--- src/rtl/onehot_event_arbiter.sv ---
// Synchronises and debounces N push-button lines, queues each rising edge as a pending event,
// and presents pending events one at a time as a one-hot vector with a valid/ready handshake.
//
// state   | meaning
// IDLE    | nothing presented; loads the lowest pending line, if there is one
// PRESENT | event_onehot/event_valid held until event_ready
module onehot_event_arbiter #(
  parameter int N        = 8,
  parameter int DEBOUNCE = 4
) (
  input  logic         clk,
  input  logic         rst,
  input  logic [N-1:0] btn_raw,
  output logic [N-1:0] event_onehot,
  output logic         event_valid,
  input  logic         event_ready,
  output logic         overrun
);

  localparam int CNT_W = $clog2(DEBOUNCE);

  typedef enum logic {IDLE, PRESENT} state_t;

  state_t           state_q, state_d;
  logic [N-1:0]     s1_q, s1_d;
  logic [N-1:0]     s2_q, s2_d;
  logic [N-1:0]     stable_q, stable_d;
  logic [N-1:0]     stable_dly_q, stable_dly_d;
  logic [N-1:0]     pending_q, pending_d;
  logic [N-1:0]     onehot_q, onehot_d;
  logic             overrun_q, overrun_d;
  logic [CNT_W-1:0] cnt_q [N];
  logic [CNT_W-1:0] cnt_d [N];

  logic [N-1:0]     rise;
  logic [N-1:0]     lowest;
  logic [N-1:0]     clr;

  always_comb begin
    s1_d         = btn_raw;
    s2_d         = s1_q;
    stable_d     = stable_q;
    stable_dly_d = stable_q;
    for (int i = 0; i < N; i++) begin
      cnt_d[i] = '0;
      if (s2_q[i] != stable_q[i]) begin
        if (cnt_q[i] == CNT_W'(DEBOUNCE - 1)) begin
          stable_d[i] = s2_q[i];
        end else begin
          cnt_d[i] = cnt_q[i] + CNT_W'(1);
        end
      end
    end

    rise   = stable_q & ~stable_dly_q;
    // Two's-complement trick isolates the lowest set bit of pending.
    lowest = pending_q & (~pending_q + N'(1));

    clr      = '0;
    state_d  = state_q;
    onehot_d = onehot_q;
    case (state_q)
      IDLE: begin
        if (pending_q != '0) begin
          onehot_d = lowest;
          clr      = lowest;
          state_d  = PRESENT;
        end
      end
      PRESENT: begin
        if (event_ready) begin
          onehot_d = '0;
          state_d  = IDLE;
        end
      end
      default: begin
        onehot_d = '0;
        state_d  = IDLE;
      end
    endcase

    // A new edge on a line being served in this cycle survives as a fresh event.
    pending_d = (pending_q & ~clr) | rise;
    overrun_d = overrun_q | (|(rise & pending_q & ~clr));
  end

  always_ff @(posedge clk) begin
    if (rst) begin
      state_q      <= IDLE;
      s1_q         <= '0;
      s2_q         <= '0;
      stable_q     <= '0;
      stable_dly_q <= '0;
      pending_q    <= '0;
      onehot_q     <= '0;
      overrun_q    <= 1'b0;
      for (int i = 0; i < N; i++) cnt_q[i] <= '0;
    end else begin
      state_q      <= state_d;
      s1_q         <= s1_d;
      s2_q         <= s2_d;
      stable_q     <= stable_d;
      stable_dly_q <= stable_dly_d;
      pending_q    <= pending_d;
      onehot_q     <= onehot_d;
      overrun_q    <= overrun_d;
      for (int i = 0; i < N; i++) cnt_q[i] <= cnt_d[i];
    end
  end

  assign event_onehot = onehot_q;
  assign event_valid  = (state_q == PRESENT);
  assign overrun      = overrun_q;

endmodule

--- config.mk ---
export PLATFORM = sky130hd
export DESIGN_NAME = onehot_event_arbiter
export DESIGN_NICKNAME = d
export VERILOG_FILES = /design/src/rtl/onehot_event_arbiter.sv
export SDC_FILE = /design/constraint.sdc
export NUM_CORES = 1
export LEC_CHECK = 0
export CELL_PAD_IN_SITES_DETAIL_PLACEMENT = 1
export CELL_PAD_IN_SITES_GLOBAL_PLACEMENT = 1
export CORE_UTILIZATION = 50
export CTS_BUF_LIST = sky130_fd_sc_hd__clkbuf_2
export DETAILED_ROUTE_END_ITERATION = 12
export GPL_ROUTABILITY_DRIVEN = 1
export PLACE_DENSITY = 0.86
export SYNTH_ARGS = -nofsm -noshare
export SYNTH_HDL_FRONTEND = slang
export SYNTH_SLANG_ARGS = --single-unit
export TNS_END_PERCENT = 30
--- constraint.sdc ---
create_clock -name clk -period 3.5 [get_ports clk]
set_input_delay 0.35 -clock clk [delete_from_list [all_inputs] [get_ports clk]]
set_output_delay 0.35 -clock clk [all_outputs]
set_load 0.02 [all_outputs]
==> results of run 1 <==
[state kept, by name, summed over array words and instances, names as in the netlist]
register	cells
cnt_q	16
event_onehot	8
pending_q	8
s1_q	8
s2_q	8
stable_dly_d	8
stable_dly_q	8
event_valid	1
overrun	1
[synthesized netlist by cell type, types with 2 or more instances]
cell | count | area share, %
nor2b_1 | 27 | 7.0
or3_1 | 8 | 2.1
a31oi_1 | 2 | 0.52
nand2_1 | 4 | 0.63
nand2b_1 | 6 | 1.6
nor3_1 | 2 | 0.42
ha_1 | 8 | 4.2
mux2i_1 | 8 | 3.3
inv_1 | 13 | 2.0
nand3b_1 | 4 | 1.3
xnor2_1 | 8 | 2.9
nor2_1 | 37 | 5.8
nor4_1 | 3 | 0.78
a21oi_1 | 12 | 2.5
o21ai_0 | 4 | 0.83
a32o_2 | 4 | 1.9
dfxtp_1 | 66 | 55
clkbuf_1 | 4 | 0.63
[cells in the final DEF (no fill, tap or decap), drive strengths merged, types with 6 or more instances in the layout]
master,instances
dfxtp,66
nor2,37
nor2b,27
clkdlybuf4s50,19
inv,13
a21oi,12
clkbuf,10
xnor2,8
or3,8
mux2i,8
ha,8
nand2b,6
[power groups by stage]
stage               logic, mW  registers (mW)  clock network (mW)
CTS                    0.0388           0.768               0.347
global placement       0.0366           0.784                   0
detailed placement     0.0386           0.784                   0
floorplan              0.0253           0.783                   0
finish                 0.0378           0.768               0.327
global route           0.0424           0.770               0.379
[final cells by class]
class | instances | share of cell area (%)
tap | 52 | 2.43
clock buffer | 10 | 1.87
multi-input combinational | 150 | 36.5
timing repair buffer | 20 | 7.29
inverter | 13 | 1.82
sequential | 66 | 49.3
clock inverter | 4 | 0.794
[worst paths after layout]
path / start / to / slack, ns / depth (start not counted)
worst max-delay path: event_valid / event_valid / 1.37 / 1
worst min-delay path: btn_raw[6] / s1_q[6] / 0.41 / 2
worst max register to register: event_valid / overrun / 1.84 / 4
worst min register to register: cnt_q[0][2] / cnt_q[0][2] / 0.43 / 1
[through the flow]
| stage | hold WS (ns) | instances | instance area [um2] | power, mW |
|---|---|---|---|---|
| floorplan | 0.397 | 237 | 2400 | 0.808 |
| global placement | 0.410 | 301 | 2610 | 0.820 |
| detailed placement | 0.413 | 301 | 2610 | 0.823 |
| CTS | 0.366 | 315 | 2680 | 1.15 |
| global route | 0.359 | 315 | 2680 | 1.19 |
| finish | 0.413 | 315 | 2680 | 1.13 |
[cells by family (layout without fill, tap and decap cells)]
kind of cell / after synthesis / after routing / share of synthesized area, %
muxes: 8 / 8 / 3.34
buffers and inverters: 21 / 47 / 4.22
adders and majority gates: 8 / 8 / 4.17
DFF: 66 / 66 / 55.1
xor gates and xnor gates: 8 / 8 / 2.92
AOI/OAI and AO/OA: 29 / 29 / 8.34
and+or+nand+nor: 97 / 97 / 22.0
[per-layer routing]
| layer | global-route usage [%] | routed length [um] |
|---|---|---|
| met1 | 21.2 | 1970 |
| met2 | 30.9 | 2010 |
| met3 | 5.20 | 137 |
| met4 | 12.7 | 95 |
| met5 | 0 | 0 |
==> run_results.csv, run 1 <==
group,metric,value,unit
global_route,grt_max_degree,56,
worst_setup_path,cp-end-kind,"primary output",
pwr,intPower,867,uW
clock_network,cts.clk_slew.worst_paths,0.16,ns
clock_network,cts_hold_buffers,0,
worst_setup_path,path_cells,"clkdlybuf4s50_1",
cells_and_area,ff_latch_area,1320,um2
global_route,grt_pass1_vias,1652,
synthesis,synth_seq_cells,66,
synthesis,synth.avg_cell_area,10.1,um2
cells_and_area,drive_gt1_share,8.37,%
floorplan,dieArea,5080,um2
global_route,grt_pass1_wl,7.09,mm
synthesis,async_reset_ff_share,0,%
cells_and_area,n_fill_cell,508,
clock_network,clock-root-buffer,"clkbuf_2",
clock_network,cts-buffers-inserted,9,
floorplan,die_x,71.3,um
route,first_iter_violations,59,
clock_network,cts_max_level,3,
clock_network,cts_max_path_buffers,2,
clock_network,clock_latency,0.47,ns
route,drt_pass1_iterations,8,
sta,fin_setup_tns,0,ns
synthesis,synth_edf_count,0,
worst_setup_path,startpoint_type,"flop",
pwr,p_per_area,423,nW/um2
sta,setup_viol,0,
placed_design,dpl_worst_slack,1.55,ns
worst_setup_path,arrival,1.78,ns
route,wire_per_inst,13.4,um
floorplan,fp.dieH,71.3,um
worst_setup_path,worst-path-max-fanout,13,
min_path,min_path_type,"primary input to flop",
worst_setup_path,required,3.15,ns
synthesis,synth_ff_type,"dfxtp_1",
cells_and_area,multi_input_area,977,um2
global_route,antenna_found_initial,0,
synthesis,yosys_warnings,0,
worst_setup_path,slowest_delay,0.69,ns
floorplan,rows,24,
cells_and_area,diodes,0,
floorplan,ioPinCount,21,
sta,fmax,470,MHz
sta,rsz0062_at_grt,"false",
sta,fin_skew,0.0140,ns
sta,layout_worst_path_cycle_share,60.7,%
route,vias,1667,
pwr,seqPwrFrac,67.8,%
synthesis,synth_nets,256,
cells_and_area,fin_util,59.9,%
pwr,clkPwrFrac,28.9,%
run_status,status,"complete, but fails checks",
route,drtAntennaViolNets,0,
sta,maxSlewViolCount,0,
synthesis,ys_seq_area_share,55.1,%
synthesis,synth_cell_types,35,
clock_network,cts_setup_buffers,0,
sta,slew_headroom,39.8,%
placed_design,dp.final_hpwl,2.98,mm
placed_design,gp_congestion,0.839,
synthesis,synth_cells,237,
job,max_cap_viol_count,0,
sta,final.setup.worst_slack,1.37,ns
worst_setup_path,crit_slowest_cell,"clkdlybuf4s50_1",
synthesis,synth_area,2400,um2
pwr,ir_worst_vdd,0.000326,V
global_route,overflow,0,
route,via_per_inst,5.29,
worst_setup_path,cp_top_family,"buffers and inverters",
cells_and_area,syn_to_final_growth,11.6,%
route,drc,1,
floorplan,start_util,53.6,%
cells_and_area,final_nets,279,
sta,fin_crit,2.13,ns
clock_network,clkSinkCount,66,
worst_setup_path,crit_type,"flop to primary output",
run_status,violations,"DRC",
worst_setup_path,cp.buffers_inverters,1,
pwr,p_sw,266,uW
sta,worst_slew_pin_slew,0.903,ns
pwr,switching_share,23.5,%
global_route,grt_use_total,18.7,%
pwr,leakagePower,1.05,nW
sta,hold_viol,0,
clock_network,tritoncts,"yes",
clock_network,post_cts_resized,0,
route,wl,4.21,mm
floorplan,core-area,4470,um2
pwr,p_comb_share,3.3,%
placed_design,io_buffers,20,
Power figures use the tool's default switching activity.
==> run 2: changes to the inputs <==
CORE_UTILIZATION = 42   (was 50)
PLACE_DENSITY = 0.76   (was 0.86)
clock period = 1.9 ns   (was 3.5 ns; I/O delays follow)
==> run 2 against run 1 <==
  * The flow now finishes without violations
  * Clock skew rose by 0.0092 ns
  * Sequential power rose by 84%
  * Critical path depth did not move
  * Global-route usage fell by 2.3 points
  * Hold slack got worse by 0.28 ns
  * Die area rose by 18%
  * Sequential share of layout area fell by 2.0 points
  * Final area rose by 4.4%
  * Power rose by 110%
  * Count of clock-buffer cells in the layout did not move
==> run_results.csv, run 2 (synthesized netlist as in run 1, its figures left out) <==
group,metric,value,unit
run_status,status,"finished clean",
worst_setup_path,cp_top_family,"buffers and inverters",
clock_network,tritoncts,"yes",
cells_and_area,syn_to_final_growth,16.6,%
cells_and_area,n_fill_cell,646,
sta,worst_slew_pin_slew,0.453,ns
floorplan,dieArea,6020,um2
cells_and_area,largest_reg_flops,16,
pwr,p_sw,529,uW
sta,fin_setup_tns,0,ns
job,max_cap_viol_count,0,
pwr,seqPwrFrac,58.7,%
route,wl,4.42,mm
clock_network,clkSinkCount,66,
sta,fmax,575,MHz
pwr,power,2.41,mW
global_route,grt_use_total,16.4,%
global_route,grt_max_degree,25,
worst_setup_path,crit_slowest_cell,"clkdlybuf4s50_1",
global_route,overflow,0,
cells_and_area,drive_gt1_share,10.8,%
cells_and_area,final_nets,283,
clock_network,cts-buffers-inserted,9,
clock_network,cts_max_level,3,
floorplan,start_util,43.6,%
route,first_iter_violations,61,
placed_design,dp.final_hpwl,3.05,mm
global_route,grt_pass1_vias,1703,
pwr,switching_share,22.0,%
sta,slew_headroom,69.5,%
pwr,p_per_area,861,nW/um2
floorplan,core-area,5510,um2
cells_and_area,instances_no_fill,341,
pwr,p_comb_share,3.1,%
clock_network,cts.clk_slew.worst_paths,0.18,ns
placed_design,dpl_worst_slack,0.257,ns
route,via_per_inst,4.92,
worst_setup_path,startpoint_type,"flop",
sta,timing.hold.ws,0.134,ns
global_route,antenna_found_initial,0,
global_route,grt_pass1_wl,7.49,mm
sta,final.setup.worst_slack,0.161,ns
worst_setup_path,cp-end-kind,"primary output",
floorplan,rows,27,
sta,layout_worst_path_cycle_share,91.5,%
clock_network,cts_max_path_buffers,2,
pwr,clkPwrFrac,38.2,%
cells_and_area,diodes,0,
cells_and_area,design_area,2800,um2
cells_and_area,fin_util,50.8,%
sta,rsz0062_at_grt,"false",
pwr,ir_worst_vdd,0.000371,V
route,drt_pass1_iterations,4,
worst_setup_path,path_cells,"clkdlybuf4s50_1",
floorplan,ioPinCount,21,
clock_network,clock_latency,0.47,ns
pwr,leakagePower,1.09,nW
min_path,min_path_type,"primary input to flop",
worst_setup_path,worst-path-max-fanout,13,
clock_network,clock-root-buffer,"clkbuf_2",
cells_and_area,ff_latch_area,1330,um2
pwr,intPower,1.88,mW
worst_setup_path,crit_type,"flop to primary output",
cells_and_area,largest-register,"cnt_q",
route,drtAntennaViolNets,0,
sta,hold_viol,0,
cells_and_area,multi_input_area,977,um2
clock_network,cts_setup_buffers,0,
worst_setup_path,cp.buffers_inverters,1,
cells_and_area,final_common_cell,"dfxtp_1",
placed_design,gp_congestion,0.807,
placed_design,dp.cells,325,
route,drc,0,
route,vias,1677,
placed_design,dpl-instance-area,2660,um2
floorplan,die_x,77.6,um
worst_setup_path,required,1.71,ns
floorplan,fp.dieH,77.6,um
sta,setup_viol,0,
worst_setup_path,arrival,1.55,ns
sta,fin_skew,0.0232,ns
clock_network,post_cts_resized,1,
sta,fin_crit,1.74,ns
clock_network,cts_hold_buffers,0,
placed_design,io_buffers,20,
cells_and_area,final_cell_mix,"dfxtp_1 (65), nor2_1 (37), nor2b_1 (27), clkdlybuf4s50_1 (19), inv_1 (13)",
sta,maxSlewViolCount,0,
worst_setup_path,slowest_delay,0.62,ns
route,wire_per_inst,13.0,um
## run 2: cell types whose count changed in the layout (fill, tap and decap cells not counted), sizes merged
cell | previous run | this run
bufinv | 0 | 2
buf | 1 | 5
## run 2: final timing paths
kind	startpoint	endpoint	slack, ns	depth (start not counted)
hold reg to reg	cnt_q[0][2]	cnt_q[0][2]	0.43	1
setup / recovery	event_valid	event_valid	0.16	1
hold / removal	rst	stable_dly_q[7]	0.13	3
setup reg to reg	pending_q[1]	event_onehot[0]	0.33	4
## run 2: area by class of cell
cell class	instances	share of cell area, %
Tap cell	72	3.22
Clock inverter	6	2.91
Multi-Input combinational cell	150	34.9
Timing Repair Buffer	24	8.05
Inverter	13	1.74
Clock buffer	10	1.79
Sequential cell	66	47.4
## run 2: power by group through the flow
stage | Sequential (mW) | Combinational, mW | Clock [mW]
after floorplan | 1.44 | 0.0467 | 0
after global placement | 1.44 | 0.0738 | 0
after detailed placement | 1.44 | 0.0772 | 0
after CTS | 1.42 | 0.0778 | 0.950
after global routing | 1.42 | 0.0842 | 1.01
final | 1.41 | 0.0752 | 0.919
## run 2: routing by layer
| layer | global-route usage [%] | wire [um] | up-vias |
|---|---|---|---|
| met2 | 28.1 | 2170 | 27 |
| met3 | 3.53 | 120 | 8 |
| met4 | 10.9 | 90 | 0 |
| met5 | 0 | 0 | - |
| met1 | 18.2 | 2040 | 796 |
| li1 | - | - | 846 |
